### config.mk
export PLATFORM = sky130hd
export DESIGN_NAME = cpumc_arb
export DESIGN_NICKNAME = d
export VERILOG_FILES = /design/src/rtl/nes_bus_pkg.sv /design/src/rtl/cpumc_arb.sv
export SDC_FILE = /design/constraint.sdc
export NUM_CORES = 1
export LEC_CHECK = 0
export BUFFER_PORTS_ARGS = -buffer_cell sky130_fd_sc_hd__buf_2
export CORE_MARGIN = 10
export CORE_UTILIZATION = 35
export CTS_CLUSTER_SIZE = 8
export DETAILED_ROUTE_END_ITERATION = 8
export PLACE_DENSITY = 0.76
export REMOVE_ABC_BUFFERS = 1
export SLEW_MARGIN = 20
export SYNTH_ARGS = -nofsm -noshare
export SYNTH_HDL_FRONTEND = slang
export SYNTH_SLANG_ARGS = --single-unit
export TNS_END_PERCENT = 100
### constraint.sdc
create_clock -name clk_in -period 1.35 [get_ports clk_in]
set_clock_uncertainty 0.1 [all_clocks]
set_input_delay 0.0675 -clock clk_in [delete_from_list [all_inputs] [get_ports clk_in]]
set_output_delay 0.0675 -clock clk_in [all_outputs]
set_load 0.01 [all_outputs]
### src/rtl/nes_bus_pkg.sv
// Shared NES memory-bus definitions: bus owner encoding, the address driven
// while nobody owns the bus, and the widths of the arbiter's counters.
package nes_bus_pkg;

    typedef enum logic [1:0] {
        OWN_CPU  = 2'd0,
        OWN_HCI  = 2'd1,
        OWN_DMA  = 2'd2,
        OWN_TURN = 2'd3
    } owner_e;

    // Unmapped address parked on the bus during turnaround cycles
    localparam logic [15:0] IDLE_ADDR = 16'h5000;

    localparam int unsigned HOLD_W  = 10;
    localparam int unsigned STALL_W = 16;

endpackage

### src/rtl/cpumc_arb.sv
// CPU / debug-host / sprite-DMA arbiter for the shared memory bus.
// Every ownership change passes through one TURN cycle that parks the bus.
// DMA tenures are capped at DMA_MAX cycles, after which the CPU is given at
// least one cycle before DMA may win again.
// Optional feature: define CPUMC_ARB_STATS_EN to add stat_clr_in and a
// saturating CPU stall counter on stall_cnt_out.
module cpumc_arb
    import nes_bus_pkg::*;
#(
    parameter int unsigned DMA_MAX = 513
) (
    input  logic        clk_in,
    input  logic        nrst_in,
    input  logic [15:0] cpu_a_in,
    input  logic        cpu_r_nw_in,
    input  logic [7:0]  cpu_d_in,
    output logic        cpu_rdy_out,
    input  logic        hci_req_in,
    output logic        hci_gnt_out,
    input  logic [15:0] hci_a_in,
    input  logic        hci_r_nw_in,
    input  logic [7:0]  hci_d_in,
    input  logic        dma_req_in,
    output logic        dma_gnt_out,
    input  logic [15:0] dma_a_in,
    input  logic        dma_r_nw_in,
    input  logic [7:0]  dma_d_in,
    output logic [15:0] mc_a_out,
    output logic        mc_r_nw_out,
    output logic [7:0]  mc_d_out,
    input  logic [7:0]  mc_d_in,
    output logic [7:0]  rd_d_out,
    output logic [2:0]  rd_vld_out,
    output logic [1:0]  owner_out
`ifdef CPUMC_ARB_STATS_EN
    ,
    input  logic        stat_clr_in,
    output logic [15:0] stall_cnt_out
`endif
);

    localparam logic [HOLD_W-1:0] HOLD_LAST = HOLD_W'(DMA_MAX - 1);

    owner_e              owner_q, owner_d;
    logic [HOLD_W-1:0]   hold_q, hold_d;
    logic                cool_q, cool_d;
    logic                tag_rd_q;
    logic [1:0]          tag_own_q;

    // Owner, DMA hold counter, cooldown flag and read-return tag
    always_ff @(posedge clk_in or negedge nrst_in) begin
        if (!nrst_in) begin
            owner_q   <= OWN_CPU;
            hold_q    <= '0;
            cool_q    <= 1'b0;
            tag_rd_q  <= 1'b0;
            tag_own_q <= '0;
        end else begin
            owner_q   <= owner_d;
            hold_q    <= hold_d;
            cool_q    <= cool_d;
            tag_rd_q  <= (owner_q != OWN_TURN) && mc_r_nw_out;
            tag_own_q <= owner_q;
        end
    end

    // Next owner; the hold counter only survives while DMA keeps the bus
    always_comb begin
        owner_d = owner_q;
        hold_d  = '0;
        cool_d  = cool_q;
        case (owner_q)
            OWN_CPU: begin
                cool_d = 1'b0;
                if (hci_req_in || (dma_req_in && !cool_q)) owner_d = OWN_TURN;
            end
            OWN_HCI: begin
                if (!hci_req_in) owner_d = OWN_TURN;
            end
            OWN_DMA: begin
                if (hold_q == HOLD_LAST) begin
                    owner_d = OWN_TURN;
                    cool_d  = 1'b1;
                end else if (hci_req_in || !dma_req_in) begin
                    owner_d = OWN_TURN;
                end else begin
                    hold_d = hold_q + 1'b1;
                end
            end
            OWN_TURN: begin
                if (hci_req_in)                  owner_d = OWN_HCI;
                else if (dma_req_in && !cool_q)  owner_d = OWN_DMA;
                else                             owner_d = OWN_CPU;
            end
            default: owner_d = OWN_CPU;
        endcase
    end

    // Shared bus follows the owner; parked while in TURN or held in reset
    always_comb begin
        mc_a_out    = IDLE_ADDR;
        mc_r_nw_out = 1'b1;
        mc_d_out    = '0;
        if (nrst_in) begin
            case (owner_q)
                OWN_CPU: begin
                    mc_a_out    = cpu_a_in;
                    mc_r_nw_out = cpu_r_nw_in;
                    mc_d_out    = cpu_d_in;
                end
                OWN_HCI: begin
                    mc_a_out    = hci_a_in;
                    mc_r_nw_out = hci_r_nw_in;
                    mc_d_out    = hci_d_in;
                end
                OWN_DMA: begin
                    mc_a_out    = dma_a_in;
                    mc_r_nw_out = dma_r_nw_in;
                    mc_d_out    = dma_d_in;
                end
                default: ;
            endcase
        end
    end

    assign owner_out   = owner_q;
    assign cpu_rdy_out = (owner_q == OWN_CPU);
    assign hci_gnt_out = (owner_q == OWN_HCI);
    assign dma_gnt_out = (owner_q == OWN_DMA);
    assign rd_d_out    = mc_d_in;
    assign rd_vld_out  = tag_rd_q ? (3'b001 << tag_own_q) : 3'b000;

`ifdef CPUMC_ARB_STATS_EN
    logic [STALL_W-1:0] stall_q;

    // Saturating count of cycles the CPU is held off the bus; clear wins
    always_ff @(posedge clk_in or negedge nrst_in) begin
        if (!nrst_in) begin
            stall_q <= '0;
        end else if (stat_clr_in) begin
            stall_q <= '0;
        end else if (!cpu_rdy_out && (stall_q != '1)) begin
            stall_q <= stall_q + 1'b1;
        end
    end

    assign stall_cnt_out = stall_q;
`endif

endmodule

-- Word-level counts from Yosys, hierarchy flattened
Cells that the tools add are included.
- flip-flop bits (word level): 16
- word-level logic and storage cells: 45
- bits of input ports: 87
- output and inout bits: 41
- add/sub/neg operators: 1
- equal/unequal tests: 9
- shifts and indexed selects: 1
- muxes and demuxes: 19
- reductions and logical operators: 10
- operators by type and width (kind ; count):
    case mux 16 bit (3 select lines) ; 1
    2-to-1 mux 10 bit ; 3
    case mux 8 bit (3 select lines) ; 1
    2-to-1 mux 16 bit ; 1
    2-to-1 mux 2 bit ; 6
    adder 10 x 1 -> 10 bit (second input constant) ; 1
    equality test 10 bit (second input constant) ; 1
    2-to-1 mux 8 bit ; 1
    case mux 2 bit (4 select lines) ; 1
    equality test 2 bit (second input constant) ; 2
    inequality test 2 x 1 -> 1 bit (second input constant) ; 2
    inequality test 2 bit (second input constant) ; 2
    2-to-1 mux 3 bit ; 1
    inequality test 3 x 1 -> 1 bit (second input constant) ; 1
    case mux 1 bit (3 select lines) ; 1
    AND reduction 3 bit ; 1
    << shifter 1 x 2 -> 3 bit (first input constant) ; 1
    equality test 2 x 1 -> 1 bit (second input constant) ; 1
    logical AND 1 bit ; 2
    logical NOT 1 bit ; 2
    logical NOT 2 bit ; 1
    logical OR 1 bit ; 2
    2-to-1 mux 1 bit ; 2
    case mux 1 bit (2 select lines) ; 1
    other kinds (2) ; 2

-- Logic depth before layout (Yosys ltp)
Gate-level depths: netlist of run 1.
- word-level depth: 5
- mapped depth: 6
- gate-level depth less buffers: 4

-- Worst setup path before layout of run 1
OpenSTA, ideal clock, no wires.
- path kind: reg2out
- start point: register owner_q[0] (netlist: owner_out[0])
- end point: output port mc_a_out[11]
- arrival time: 1.412 ns
- required time: 1.183 ns
- path buffers: 2
- stages on the path, launching flop included: 7
- path slack: -0.229 ns
- cells stage by stage: dfrtp_1 buf_2 nand2b_1 inv_1 buf_2 nand2_1 a21boi_0
- longest elaborated chain between the ends: 3
- elaborated cells between the ends (all ways): 5
- classes of those cells: eq/ne: 2; mux: 2; reduce/logical: 1
- RTL lines (what ; line ; RTL):
    start, declared ; cpumc_arb.sv:44 ; owner_e owner_q, owner_d;
    start signal, assigned ; cpumc_arb.sv:59 ; owner_q <= owner_d;
    equality test 2 bit ; -- ;
    named net dma_gnt_out ; cpumc_arb.sv:24 ; output logic dma_gnt_out,
    case mux 16 bit (3 select lines) ; cpumc_arb.sv:105 ; case (owner_q)
    2-to-1 mux 16 bit ; cpumc_arb.sv:104 ; if (nrst_in) begin
    end, declared ; cpumc_arb.sv:28 ; output logic [15:0] mc_a_out,
The timed path passes the listed nets, and every way through them passes these cells.

-- Worst setup path in the final report of run 1
- start point: register owner_q[0] (netlist: owner_out[0])
- end point: output port mc_d_out[0]
- longest elaborated chain between the ends: 3
- elaborated cells between the ends (all ways): 5
- classes of those cells: eq/ne: 2; mux: 2; reduce/logical: 1
- RTL lines (what ; line ; RTL):
    equality test 2 bit, or another cell as far along ; cpumc_arb.sv:105 ;
    case mux 8 bit (3 select lines) (*) ; cpumc_arb.sv:105 ;
    2-to-1 mux 8 bit (*) ; cpumc_arb.sv:104 ;
    end, declared ; cpumc_arb.sv:30 ; output logic [7:0] mc_d_out,
Mark *: on every way between the ends. The rest lies on a longest branch, timed or not.

==> results.cfg, run 1 <==
[status]
outcome = finished, violations left
violations = negative setup slack

[synthesis]
ys_types = 38
synth_cells = 192
synth_seq_cells = 16
synth-edff-count = 0
syn_area_mm2 = 0.00156
yosysSeqAreaShare_pct = 25.7
yosysWarnings = 0
yosys-top-cells-count = 28 x nand2_1, 22 x mux2i_1, 22 x or2_2
async_reset_ff_share_pct = 100
synth_top_area_share_pct = 25.7
synth_largest_area_cell = dfrtp_1
synth_most_common_cell = nand2_1
synthFlopType = dfrtp_1
yosys-top-cells-area = dfrtp_1 26%, mux2i_1 14%, a21boi_0 9.2%
avgSynthCellArea_um2 = 8.11

[critical_path]
crit_type = reg2out
cp.required_ns = 1.18
crit_path_end_kind = primary output
path_max_fanout = 6
crit_arrival_ns = 1.63
critPathLaunchType = flip-flop

[timing]
min_period_ns = 1.80
slew_headroom_pct = 51.0
hold_viol_final = 0
fmax_ghz = 0.555
drv_slew = 0
finalSetupViolations = 41
fin_ws_ns = -0.451
worst_pin_slew_ns = 0.733
grt_setup_unrepaired = true
final.period_utilization_pct = 133

[pwr]
power_per_cell_area_mw_per_mm2 = 904
finalPower_mw = 2.49
irDropWorstVdd_mv = 0.420
p_leak_nw = 1.46

[global_routing]
grt_max_degree = 28
grt_pass1_vias = 2103
grt_use_met3_pct = 5.16
grt_pass1_wl_um = 9920
top_usage_layer = met2
grt_use_total_pct = 15.9
grt_overflow_total = 0
grt.met1_usage_pct = 16.0
antenna_found_initial = 0
use_met2_pct = 30.3

[drt]
drc = 0
first_iter_violations = 80
firstDrtPassIters = 4
routed_wirelength_um = 6470
antenna_left = 0
vias_per_cell = 5.12
vias = 1915
avgRoutedWirePerCell_um = 17.3

[cts]
htree_levels = 1
clock_path_buffers = 2
clk_pin_slew_ns = 0.06
cts-root-buf = clkbuf_8
cts_sinks = 16
clkLatencyLatePin_ns = 0.25
numCtsBuffers = 3
cts_tree = done

[worst_hold_path]
hp-class = in2reg

[floorplanning]
ioPinCount = 128
start_util_pct = 36.0
die_area_mm2 = 0.00752
core_area_mm2 = 0.00432
die_y_um = 86.7
die_w_um = 86.7
rows = 24

[placement]
portBuffers = 111
gp_congestion = 0.849
dp_hpwl_um = 4550

[finish]
utilization_pct = 63.8
diodes = 0
nets = 413
syn_to_final_growth_pct = 77.1
fill_cells = 354
drive_above_1_share_pct = 67.1
multi_input_area_mm2 = 0.00125
seq_area_um2 = 402

[run]
cap_violations = 0
## sequential cells by signal (all words and copies together), names as in the netlist
name	count
hold_q	10
tag_own_q	2
cool_q	1
tag_rd_q	1
owner_out	2
## layout by cell type, fill, tap and decap left out, drive strengths merged, types with 3 or more instances in the layout
master  count
a21boi     22
buf       146
nand3       4
or2        22
nand2      28
or3         3
o22ai       3
mux2i      22
a21oi       7
o21ai       3
mux2        3
clkbuf      3
nor2        7
inv         5
dfrtp      16
## routing by layer
metal / vias to the layer above / share of wire (%)
li1: 921 / -
met3: 10 / 6.9
met5: - / 0
met1: 897 / 38
met2: 87 / 54
met4: 0 / 1.1
## worst paths after layout
| kind | startpoint | to | slack (ns) | cells after the start |
|---|---|---|---|---|
| worst max-delay path | owner_out[0]$_DFFE_PN0P_ | mc_d_out[0] | -0.45 | 8 |
| min in group asynchronous | nrst_in | tag_own_q[1]$_DFF_PN0_ | 0.51 | 3 |
| worst max register to register | owner_out[0]$_DFFE_PN0P_ | owner_out[0]$_DFFE_PN0P_ | -0.12 | 5 |
| worst min-delay path | hci_req_in | owner_out[0]$_DFFE_PN0P_ | 0.0009 | 2 |
| worst min register to register | hold_q[0]$_DFF_PN0_ | hold_q[0]$_DFF_PN0_ | 0.40 | 1 |
| max in group asynchronous | nrst_in | owner_out[1]$_DFFE_PN0P_ | 0.14 | 3 |
## where the power goes
group	total, mW	leakage [nW]	internal [mW]	switching, mW
clock	0.360	0.0216	0.198	0.162
sequential	0.554	0.208	0.518	0.0361
combinational	1.58	1.23	0.886	0.695
## repair_timing
action | in CTS | in global routing
pin swaps | 28 | 29
gates cloned | 3 | 0
hold buffers | 1 | 0
setup buffers | 6 | 2
hold endpoints to repair | 16 | 0
endpoints found under the setup margin | 41 | 44
resized for setup | 58 | 43
## stage by stage
step                      worst slack, ns  cell area [um^2]  TNS [ns]  hold slack, ns  cells
after CTS                          -0.409              2600    -11.07         0.00581    374
after detailed placement           -0.219              2280     -4.46         -0.0633    362
after floorplan                    -0.863              1440    -29.72          -0.328    172
after global routing               -0.507              2760    -14.46         0.00998    374
after global placement             -0.184              2280     -3.56         -0.0653    362
final                              -0.451              2760    -10.89        0.000931    374
## layout make-up
class,count,share of cell area [%]
repair buffers,147,35.5
inverters,5,0.771
multi-input cells,151,45.4
well taps,52,2.36
clock buffers,3,1.50
flip-flops and latches,16,14.6
## critical path, cell delays in order, from the launching register on
cell	delay (ns)
dfrtp_1	0.41
buf_6	0.13
nand2b_4	0.14
inv_4	0.08
buf_12	0.12
buf_12	0.13
nand2_4	0.05
a21boi_2	0.16
buf_2	0.16
## cells by family (layout without fill, tap and decap cells)
| logic type | Yosys count | in the layout | synth area share (%) |
|---|---|---|---|
| and+or+nand+nor | 79 | 79 | 27.0 |
| AOI/OAI and AO/OA | 42 | 42 | 18.7 |
| muxes | 25 | 25 | 16.3 |
| buffers and inverters | 25 | 155 | 9.00 |
| DFF | 16 | 16 | 25.7 |
| xor gates and xnor gates | 3 | 3 | 1.69 |
| adders and majority gates | 2 | 2 | 1.61 |
No activity file was read; power rests on OpenSTA's default activity.
==> inputs of run 2 (changes only) <==
SKIP_LAST_GASP = 1   (was default)
==> results.cfg, run 2 (synthesized netlist as in run 1, its figures left out) <==
[drt]
highest-signal-layer = met4
first_iter_violations = 75
vias_per_cell = 5.11
wl_met3_um = 453
avgRoutedWirePerCell_um = 17.3
firstDrtPassIters = 4
routed_wirelength_um = 6480
vias = 1912
drc = 0
met1Wirelength_um = 2450
route.met2.wl_um = 3500
antenna_left = 0

[cts]
numCtsBuffers = 3
clk_pin_slew_ns = 0.06
cts_sinks = 16
cts-root-buf = clkbuf_8
clock_path_buffers = 2
clkLatencyLatePin_ns = 0.25
cts_tree = done
htree_levels = 1

[critical_path]
slowest_stage = dfrtp_1
crit_buf_inv = 5
crit_chain = buf_6 > nand2b_4 > inv_4 > buf_12 > buf_12 > nand2_4 > a21boi_2 > buf_2
path_max_fanout = 6
crit_family = buffers and inverters
crit_path_end_kind = primary output
crit_type = reg2out
crit_arrival_ns = 1.64
cpMostUsedCell = buf_12
cp.required_ns = 1.18
critical_path.max_stage_delay_ns = 0.41
critPathLaunchType = flip-flop

[floorplanning]
die_w_um = 86.7
die_area_mm2 = 0.00752
start_util_pct = 36.0
ioPinCount = 128
core_area_mm2 = 0.00432
die_y_um = 86.7
rows = 24

[global_routing]
grt_overflow_total = 0
grt_max_degree = 28
grt_pass1_vias = 2103
grt_pass1_wl_um = 9920
antenna_found_initial = 0
grt_use_total_pct = 16.0

[pwr]
irDropWorstVdd_mv = 0.420
power.share.switching_pct = 35.8
p_clk_share_pct = 14.4
finalPower_mw = 2.49
power_per_cell_area_mw_per_mm2 = 904
pwr-share-seq_pct = 22.2
comb_power_share_pct = 63.4
p_leak_nw = 1.46
p_int_mw = 1.60
netSwitchingPower_mw = 0.893

[placement]
dp_hpwl_um = 4550
place_area_mm2 = 0.00228
portBuffers = 111
gp_congestion = 0.849

[finish]
nets = 413
largest_reg_flops = 10
drive_above_1_share_pct = 67.1
syn_to_final_growth_pct = 77.1
final_area_mm2 = 0.00276
diodes = 0
regMostFlops = hold_q
final_common_cell = buf_2
utilization_pct = 63.8
final_cell_mix = 107 x buf_2, 22 x buf_4, 21 x mux2i_1, 16 x a21boi_2

[status]
violations = negative setup slack
outcome = finished, violations left

[timing]
grt_setup_unrepaired = true
hold_viol_final = 0
min_period_ns = 1.80
fmax_ghz = 0.554
fin_ws_ns = -0.455
final.period_utilization_pct = 134
tns_ns = -10.90
worst_pin_slew_ns = 0.742
slew_headroom_pct = 50.3
drv_slew = 0
finalSetupViolations = 41

[run]
cap_violations = 0

[worst_hold_path]
hp-class = in2reg
==> run 2: cell counts in the layout (fill, tap and decap cells not counted) <==
Identical to the previous run, type by type.
==> run 2: final timing paths <==
path	start	endpoint	slack (ns)	cells after the start
max	owner_out[0]$_DFFE_PN0P_	mc_d_out[0]	-0.45	8
min	hci_req_in	owner_out[0]$_DFFE_PN0P_	0.0008	2
max reg2reg	owner_out[0]$_DFFE_PN0P_	owner_out[0]$_DFFE_PN0P_	-0.12	5
min reg2reg	hold_q[0]$_DFF_PN0_	hold_q[0]$_DFF_PN0_	0.39	1
max in group asynchronous	nrst_in	owner_out[1]$_DFFE_PN0P_	0.13	3
min in group asynchronous	nrst_in	tag_own_q[1]$_DFF_PN0_	0.51	3
==> run 2: layer usage <==
layer,GRT usage (%),vias up
met5,0,-
met4,4.57,0
met3,5.16,10
met2,30.3,84
met1,16.0,897
li1,-,921
==> run 2: power by group through the flow <==
stage / clock network, mW / registers, mW / logic [mW]
after floorplan: 0 / 0.638 / 0.480
after global placement: 0 / 0.552 / 1.06
after detailed placement: 0 / 0.555 / 1.08
after CTS: 0.371 / 0.553 / 1.44
after global routing: 0.386 / 0.560 / 1.70
final: 0.358 / 0.554 / 1.58
==> run 2: repair_timing <==
| item | CTS | global route |
|---|---|---|
| gates cloned | 3 | 0 |
| hold endpoints to repair | 16 | 0 |
| setup buffers | 6 | 2 |
| hold buffers | 1 | 0 |
| pin swaps | 28 | 28 |
| endpoints found under the setup margin | 41 | 44 |
| resized for setup | 56 | 45 |
==> run 2: layout make-up <==
| cell class | instances | area, um^2 |
|---|---|---|
| inverter | 5 | 21.3 |
| multi-input combinational | 151 | 1250 |
| tap | 52 | 65.1 |
| timing repair buffer | 147 | 978 |
| fill | 354 | 1570 |
| sequential | 16 | 402 |
| clock buffer | 3 | 41.3 |
==> run 2: per-stage QoR <==
stage / hold WS [ns] / worst slack, ns / instances
final: 0.000848 / -0.455 / 374
after global routing: 0.00998 / -0.507 / 374
after CTS: 0.00581 / -0.409 / 374
after detailed placement: -0.0633 / -0.219 / 362
after global placement: -0.0653 / -0.184 / 362
after floorplan: -0.328 / -0.863 / 172
